## config.mk

```make
export PLATFORM = sky130hd
export DESIGN_NAME = load_store_unit_flat
export DESIGN_NICKNAME = d
export VERILOG_FILES = /design/src/rtl/load_store_unit_if.sv /design/src/rtl/load_store_unit.sv /design/src/flat_wrapper.sv
export SDC_FILE = /design/constraint.sdc
export NUM_CORES = 1
export LEC_CHECK = 0
export CORE_MARGIN = 5
export CORE_UTILIZATION = 30
export DETAILED_ROUTE_END_ITERATION = 8
export GPL_TIMING_DRIVEN = 0
export PLACE_DENSITY_LB_ADDON = 0.1
export REMOVE_ABC_BUFFERS = 1
export SETUP_SLACK_MARGIN = 0.02
export SLEW_MARGIN = 20
export SYNTH_ARGS = -nofsm -noshare
export SYNTH_HDL_FRONTEND = slang
export SYNTH_SLANG_ARGS = --single-unit
```

## constraint.sdc

```tcl
create_clock -name clk -period 2.52 [get_ports clk]
set_input_delay 0.252 -clock clk [delete_from_list [all_inputs] [get_ports clk]]
set_output_delay 0.252 -clock clk [all_outputs]
set_load 0.1 [all_outputs]
```

## src/rtl/load_store_unit_if.sv

```systemverilog
// load_store_unit_if: request, response and data-memory bundle
// for the load/store unit (slave = LSU, master = core + memory).
interface load_store_unit_if;
  logic        req_valid;
  logic        req_ready;
  logic        req_is_store;
  logic [2:0]  req_funct3;
  logic [31:0] req_addr;
  logic [31:0] req_wdata;
  logic        rsp_valid;
  logic        rsp_ready;
  logic [31:0] rsp_rdata;
  logic        rsp_fault;
  logic        mem_read_en;
  logic        mem_write_en;
  logic [31:0] mem_addr;
  logic [1:0]  mem_store_size;
  logic [31:0] mem_write_data;
  logic [31:0] mem_read_data;

  modport slave (
    input  req_valid, req_is_store, req_funct3,
    input  req_addr, req_wdata, rsp_ready,
    input  mem_read_data,
    output req_ready, rsp_valid, rsp_rdata,
    output rsp_fault, mem_read_en, mem_write_en,
    output mem_addr, mem_store_size, mem_write_data
  );

  modport master (
    output req_valid, req_is_store, req_funct3,
    output req_addr, req_wdata, rsp_ready,
    output mem_read_data,
    input  req_ready, rsp_valid, rsp_rdata,
    input  rsp_fault, mem_read_en, mem_write_en,
    input  mem_addr, mem_store_size, mem_write_data
  );
endinterface

```

## src/rtl/load_store_unit.sv

```systemverilog
// load_store_unit: RV32I load/store front end, one request in flight.
// Optional macro LSU_BOUNDS_CHECK_EN faults accesses past MEM_SIZE.
module load_store_unit #(
  parameter int unsigned MEM_SIZE = 512
) (
  input  logic             clk,
  input  logic             rst,
  load_store_unit_if.slave bus
);

  typedef enum logic [1:0] {
    IDLE,
    LOAD_WAIT,
    RESP
  } state_t;

  state_t      state;
  state_t      state_nxt;
  logic [2:0]  f3_q;
  logic        fault_q;
  logic [31:0] rdata_q;
  logic [31:0] ld_fmt;
  logic        accept;
  logic        bad_f3;
  logic        misal;
  logic        oob;
  logic        fault;
  logic        go;

  // decode funct3 legality and natural alignment
  always_comb begin
    bad_f3 = 1'b0;
    misal  = 1'b0;
    unique case (bus.req_funct3)
      3'b000, 3'b100: misal = 1'b0;
      3'b001, 3'b101: misal = bus.req_addr[0];
      3'b010:         misal = |bus.req_addr[1:0];
      default:        bad_f3 = 1'b1;
    endcase
    if (bus.req_is_store && bus.req_funct3[2])
      bad_f3 = 1'b1;
  end

`ifdef LSU_BOUNDS_CHECK_EN
  logic [2:0]  nbytes;
  logic [32:0] end_addr;

  // 33-bit end address so a wrapping access still trips
  assign nbytes   = 3'd1 << bus.req_funct3[1:0];
  assign end_addr = {1'b0, bus.req_addr}
                  + {30'd0, nbytes};
  assign oob      = end_addr > 33'(MEM_SIZE);
`else
  assign oob = 1'b0;
`endif

  assign accept = (state == IDLE)
               && bus.req_valid && !rst;
  assign fault  = bad_f3 | misal | oob;
  assign go     = accept && !fault;

  // state register
  always_ff @(posedge clk or posedge rst) begin
    if (rst)
      state <= IDLE;
    else
      state <= state_nxt;
  end

  // next state, handshakes and memory strobes
  always_comb begin
    state_nxt          = state;
    bus.req_ready      = 1'b0;
    bus.rsp_valid      = 1'b0;
    bus.mem_read_en    = 1'b0;
    bus.mem_write_en   = 1'b0;
    bus.mem_addr       = '0;
    bus.mem_store_size = '0;
    bus.mem_write_data = '0;
    unique case (state)
      IDLE: begin
        bus.req_ready = !rst;
        if (accept) begin
          if (go && !bus.req_is_store)
            state_nxt = LOAD_WAIT;
          else
            state_nxt = RESP;
        end
        if (go) begin
          bus.mem_read_en    = !bus.req_is_store;
          bus.mem_write_en   = bus.req_is_store;
          bus.mem_addr       = bus.req_addr;
          bus.mem_store_size = bus.req_funct3[1:0];
          if (bus.req_is_store)
            bus.mem_write_data = bus.req_wdata;
        end
      end
      LOAD_WAIT: state_nxt = RESP;
      RESP: begin
        bus.rsp_valid = 1'b1;
        if (bus.rsp_ready)
          state_nxt = IDLE;
      end
      default: state_nxt = IDLE;
    endcase
  end

  // select and extend the returned load bytes
  always_comb begin
    ld_fmt = bus.mem_read_data;
    unique case (1'b1)
      f3_q == 3'b000:
        ld_fmt = {{24{bus.mem_read_data[7]}},
                  bus.mem_read_data[7:0]};
      f3_q == 3'b100:
        ld_fmt = {24'd0, bus.mem_read_data[7:0]};
      f3_q == 3'b001:
        ld_fmt = {{16{bus.mem_read_data[15]}},
                  bus.mem_read_data[15:0]};
      f3_q == 3'b101:
        ld_fmt = {16'd0, bus.mem_read_data[15:0]};
      default:
        ld_fmt = bus.mem_read_data;
    endcase
  end

  // capture request attributes and response payload
  always_ff @(posedge clk or posedge rst) begin
    if (rst) begin
      f3_q    <= '0;
      fault_q <= 1'b0;
      rdata_q <= '0;
    end else if (accept) begin
      f3_q    <= bus.req_funct3;
      fault_q <= fault;
      rdata_q <= '0;
    end else if (state == LOAD_WAIT) begin
      rdata_q <= ld_fmt;
    end
  end

  assign bus.rsp_rdata = rdata_q;
  assign bus.rsp_fault = fault_q;

endmodule
```

## src/flat_wrapper.sv

```systemverilog
// flat-port wrapper written by rule: the top's interface ports become plain ports
module load_store_unit_flat 
#(
  parameter int unsigned MEM_SIZE = 512
)
  (clk, rst, bus_req_valid, bus_req_is_store, bus_req_funct3, bus_req_addr, bus_req_wdata, bus_rsp_ready, bus_mem_read_data, bus_req_ready, bus_rsp_valid, bus_rsp_rdata, bus_rsp_fault, bus_mem_read_en, bus_mem_write_en, bus_mem_addr, bus_mem_store_size, bus_mem_write_data);
  load_store_unit_if bus_i ();
  input  logic clk;
  input  logic rst;
  input wire logic [$bits(bus_i.req_valid)-1:0] bus_req_valid;
  input wire logic [$bits(bus_i.req_is_store)-1:0] bus_req_is_store;
  input wire logic [$bits(bus_i.req_funct3)-1:0] bus_req_funct3;
  input wire logic [$bits(bus_i.req_addr)-1:0] bus_req_addr;
  input wire logic [$bits(bus_i.req_wdata)-1:0] bus_req_wdata;
  input wire logic [$bits(bus_i.rsp_ready)-1:0] bus_rsp_ready;
  input wire logic [$bits(bus_i.mem_read_data)-1:0] bus_mem_read_data;
  output wire logic [$bits(bus_i.req_ready)-1:0] bus_req_ready;
  output wire logic [$bits(bus_i.rsp_valid)-1:0] bus_rsp_valid;
  output wire logic [$bits(bus_i.rsp_rdata)-1:0] bus_rsp_rdata;
  output wire logic [$bits(bus_i.rsp_fault)-1:0] bus_rsp_fault;
  output wire logic [$bits(bus_i.mem_read_en)-1:0] bus_mem_read_en;
  output wire logic [$bits(bus_i.mem_write_en)-1:0] bus_mem_write_en;
  output wire logic [$bits(bus_i.mem_addr)-1:0] bus_mem_addr;
  output wire logic [$bits(bus_i.mem_store_size)-1:0] bus_mem_store_size;
  output wire logic [$bits(bus_i.mem_write_data)-1:0] bus_mem_write_data;
  assign bus_i.req_valid = bus_req_valid;
  assign bus_i.req_is_store = bus_req_is_store;
  assign bus_i.req_funct3 = bus_req_funct3;
  assign bus_i.req_addr = bus_req_addr;
  assign bus_i.req_wdata = bus_req_wdata;
  assign bus_i.rsp_ready = bus_rsp_ready;
  assign bus_i.mem_read_data = bus_mem_read_data;
  assign bus_req_ready = bus_i.req_ready;
  assign bus_rsp_valid = bus_i.rsp_valid;
  assign bus_rsp_rdata = bus_i.rsp_rdata;
  assign bus_rsp_fault = bus_i.rsp_fault;
  assign bus_mem_read_en = bus_i.mem_read_en;
  assign bus_mem_write_en = bus_i.mem_write_en;
  assign bus_mem_addr = bus_i.mem_addr;
  assign bus_mem_store_size = bus_i.mem_store_size;
  assign bus_mem_write_data = bus_i.mem_write_data;
  load_store_unit #(.MEM_SIZE(MEM_SIZE)) u_core (.clk(clk), .rst(rst), .bus(bus_i));
endmodule
```

== After elaboration in Yosys (flattened, before gate mapping) ==
Cells that the tools add are included.

* Reduce and logical (&&, ||, !) cells: 16
* Eq/ne operators: 11
* Mux-type cells: 23
* Bitwise logic cells: 1

{| class="wikitable"
|+ Operators by type and width
! kind !! number
|-
| 32-bit two-way mux || 7
|-
| 32-bit one-hot mux with 4 select lines || 1
|-
| 3-bit equality test (second input constant) || 4
|-
| 2-bit two-way mux || 5
|-
| 1-bit two-way mux || 8
|-
| 3-bit by 1-bit equality test with 1-bit output (second input constant) || 2
|-
| 3-bit zero test || 2
|-
| 2-bit one-hot mux with 3 select lines || 1
|-
| 1-bit logical AND || 5
|-
| 5-bit OR reduction || 1
|-
| 2-bit OR reduction || 2
|-
| 3-bit by 2-bit equality test with 1-bit output (second input constant) || 1
|-
| 1-bit zero test || 3
|-
| 2-bit by 1-bit equality test with 1-bit output (second input constant) || 1
|-
| 2-bit equality test (second input constant) || 1
|-
| 2-bit zero test || 1
|-
| 2-bit by 1-bit inequality test with 1-bit output (second input constant) || 1
|-
| 2-bit inequality test (second input constant) || 1
|-
| 1-bit one-hot mux with 2 select lines || 1
|-
| 2-bit AND reduction || 1
|-
| 2-bit nonzero test || 1
|-
| 1-bit bitwise OR || 1
|}

* Input bits: 104
* Register bits after elaboration: 38
* Output and inout port bits: 103
* Logic and storage cells: 55

== Depth between registers and ports, before layout ==
* Depth after elaboration: 11
* Depth in mapped cells: 7
* Mapped depth without buffers: 3

== Worst setup path after synthesis ==
No wires, ideal clock.

* Path type: reg2out
* Start: register u_core.state[1]
* End: output bus_mem_read_en
* Data required time: 2.268 ns
* Path buffers: 3
* Path slack: -0.557 ns
* Arrival time: 2.825 ns
* Stages on the path, launching flop included: 7
* Path through: dfrtp_1 buf_2 or4b_1 buf_2 a21oi_4 buf_4 nor2b_1

* Word-level cells in the longest chain between the ends: 6

{| class="wikitable"
|+ Ends and longest elaborated chain
! item !! RTL line !! source
|-
| from (decl) || load_store_unit.sv:17 || <nowiki>state_t state;</nowiki>
|-
| from (signal assigned) || load_store_unit.sv:67 || <nowiki>state <= state_nxt;</nowiki>
|-
| 2-bit zero test * || load_store_unit.sv:57, load_store_unit.sv:80 ||
|-
| 1-bit logical AND (2 in series) || load_store_unit.sv:58 || <nowiki>&& bus.req_valid && !rst;</nowiki>
|-
| 1-bit logical AND || load_store_unit.sv:60 || <nowiki>assign go = accept && !fault;</nowiki>
|-
| 1-bit two-way mux || load_store_unit.sv:89 || <nowiki>if (go) begin</nowiki>
|-
| 1-bit two-way mux * || load_store_unit.sv:80 || <nowiki>unique case (state)</nowiki>
|-
| to (decl) || flat_wrapper.sv:21 || <nowiki>output wire logic [$bits(bus_i.mem_read_en)-1:0] bus_mem_read_en;</nowiki>
|}

Every way passes the cells marked *; elsewhere a longest branch is shown, timed or not.

== Final worst setup path ==
* Start: register u_core.state[1]
* End: output bus_mem_addr[9]

* Word-level cells in the longest chain between the ends: 6

{| class="wikitable"
|+ Ends and longest elaborated chain
! item !! RTL line !! source
|-
| 2-bit zero test * || load_store_unit.sv:57, load_store_unit.sv:80 ||
|-
| 1-bit logical AND (2 in series) || load_store_unit.sv:58 ||
|-
| 1-bit logical AND || load_store_unit.sv:60 ||
|-
| 32-bit two-way mux || load_store_unit.sv:89 ||
|-
| 32-bit two-way mux * || load_store_unit.sv:80 ||
|-
| to (decl) || flat_wrapper.sv:23 || <nowiki>output wire logic [$bits(bus_i.mem_addr)-1:0] bus_mem_addr;</nowiki>
|}

Marked as above.

==> run summary <==
Final WL: 9.50 mm
Final Hold Viols: 0
Synth cell types: 30
Placed cell area: 4260 sq um
Critical path class: flip-flop to primary output
Share of power burned in registers: 26.1%
Fillers: 582
Die Span Y: 94.4 microns
Most common cell after layout, fill and taps aside: clkdlybuf4s50_1
Req. time, crit path: 2.27 ns
Peak Freq: 0.405 GHz
Number of synthesized register bits: 38
Post-synthesis sequential area ratio: 44.5%
Per-cell routed wire length: 18.6 microns
Maxcap violations: 0
Clock share of power: 18.7%
Final instance area: 4520 sq um
Nets: 518
Async SR Flop Fraction: 100%
Initial core utilization: 31.1%
Core ar.: 6870 sq um
Antenna viol nets, final: 0
Vias in the first global route: 2606
Pleak: 2.06 nW
Largest net degree at the start of global routing: 38
CTS tree: built
Post-Syn Area per Cell: 9.93 sq um
Core Util, Final: 65.8%
Arrival time worst endpoint: 2.21 ns
Critical path startpoint category: flip-flop
Final setup viols: 0
Status: finished clean
Comb pwr share: 55.2%
Die footprint: 8910 sq um
Most frequent cells in the layout: 136 x clkdlybuf4s50_1, 37 x buf_6, 36 x dfrtp_1
RR Startpoint: u_core.state[1]
# H-tree levels: 2
Unrepaired setup endpoints after global routing: yes
Final HPWL DP: 7.13 mm
HP Class: input port to asynchronous set/reset pin
Root Buffer Master: clkbuf_8
Drt pass-1 iters: 4
Number of port buffers: 206
First-pass GRT wire length: 14.3 mm
Critical path endpoint: bus_mem_addr[9]
Slew Limit Headroom: 32.6%
Cell area after synthesis: 2140 sq um
Internal power: 1.68 mW
Multi-input gate area: 1150 sq um
Register area: 953 sq um
GRT overflow: 0
Final Max Slew Viols: 0
Initial drt markers: 88
Initial antenna violation count: 0
Peak VDD IR: 0.320 mV
CP startpoint: u_core.state[1]
TritonCTS buffer count: 5
Rows: 30
GP Congestion: 0.779
Die width: 94.4 microns
Critical path endpoint category: primary output
Share of layout cells above drive strength 1: 26.3%
Ports: 207
Fin Setup TNS: 0 ns
Setup Skew: 0.00412 ns
Flop2flop setup slack: 0.44 ns
Most used DFF post-synth: dfrtp_1
Detailed-route DRC error count: 0
Total GRT Usage: 20.7%
CTS max path bufs: 2
Post-synth EDFFs: 0
Routed vias/inst: 4.90
CTS Sinks: 38
Cells after Synth: 215
Final min period: 2.47 ns
Vias: 2506
R2R depth: 3
Actual transition at the worst max-transition pin: 1.01 ns
YS warnings: 0
Crit path max fanout: 13
Ant. Diodes: 0
Sw Ratio: 49.4%
Worst-skew pair later-pin latency: 0.29 ns
PwrDens: 732 nW/um^2
End of the worst register-to-register path: u_core.bus.rsp_rdata[17]
Final worst-path cycle share: 97.9%
Clock transition at path regs: 0.08 ns
NetSw: 1.64 mW
P&R area growth vs syn: 112%
flip-flops by register name, summed over array words and instances (netlist names):
signal                flops
u_core.state              2
u_core.bus.rsp_fault      1
u_core.bus.rsp_rdata     32
u_core.f3_q               3
worst min-delay path by stage:
stage | end | from | cells after the start | slack (ns)
finish | u_core.state[0] | rst | 2 | 0.10
global route | u_core.state[0] | rst | 2 | 0.13
CTS | u_core.bus.rsp_rdata[27] | rst | 2 | 0.47
detailed placement | u_core.bus.rsp_fault | u_core.bus.rsp_fault | 2 | 0.48
global placement | u_core.bus.rsp_fault | u_core.bus.rsp_fault | 2 | 0.46
floorplan | u_core.state[0] | bus_req_is_store | 1 | 0.32
power groups by stage:
stage | Clock [mW] | Sequential (mW) | Combinational [mW]
2_1_floorplan | 0 | 1.51 | 0.566
3_3_place_gp | 0 | 0.860 | 1.74
3_5_place_dp | 0 | 0.872 | 1.77
4_1_cts | 0.638 | 0.863 | 1.81
5_1_grt | 0.660 | 0.883 | 1.90
6_report | 0.618 | 0.866 | 1.83
cells in the mapped netlist, drive strengths merged, types with 2 or more instances:
library cell  instances  share of area, %
a22o                  8               3.3
nand2                12               2.1
or4b                  2              0.94
clkbuf               16               3.0
and3                 18               5.3
o21ai                10               2.3
a221o                17               8.0
nor2b                 5               1.5
and4                 15               6.2
a31o                  8               3.3
and2                 33               9.7
buf                  10               2.5
dfrtp                38                45
a21oi                12               3.3
kinds of logic after synthesis:
group,after synthesis,synth area share (%)
mux,1,0.469
simple gates,91,27.9
flops,38,44.5
buf+inv,27,5.68
compound gates,58,21.4
what timing repair did:
| item | in CTS | in global routing |
|---|---|---|
| resized for setup | 437 | 16 |
| hold buffers | 0 | 0 |
| gates cloned | 3 | 1 |
| setup buffers | 5 | 1 |
| pin swaps | 3 | 1 |
| setup endpoints to repair | 69 | 55 |
metrics by stage:
step	power, mW	setup WS [ns]	instances	hold WS [ns]
floorplan	2.07	-0.879	189	0.318
global placement	2.60	-1.67	491	0.463
detailed placement	2.64	-1.75	493	0.480
CTS	3.32	0.0206	509	0.467
global route	3.44	-0.00284	511	0.132
finish	3.31	0.0538	511	0.102
worst max-delay path: stages (launching register included):
cell,delay (ns)
dfrtp_2,0.47
or4b_4,0.66
a21oi_4,0.35
and2_1,0.21
buf_6,0.23
area by class of cell:
cell class                 instances  share of cell area (%)
multi-input combinational        154                    25.5
timing repair buffer             214                    47.6
tap                               96                    2.66
clock buffer                       5                    1.52
sequential                        38                    21.1
clock inverter                     3                    1.52
inverter                           1                  0.0830
per-layer routing:
layer  up-vias  part of all wire (%)  track usage (%)
li1       1204                     -                -
met1      1173                    39             24.5
met2       116                    49             34.9
met3        13                    10             8.53
met4         0                   1.7             5.17
met5         -                     0                0
Power figures use the tool's default switching activity.
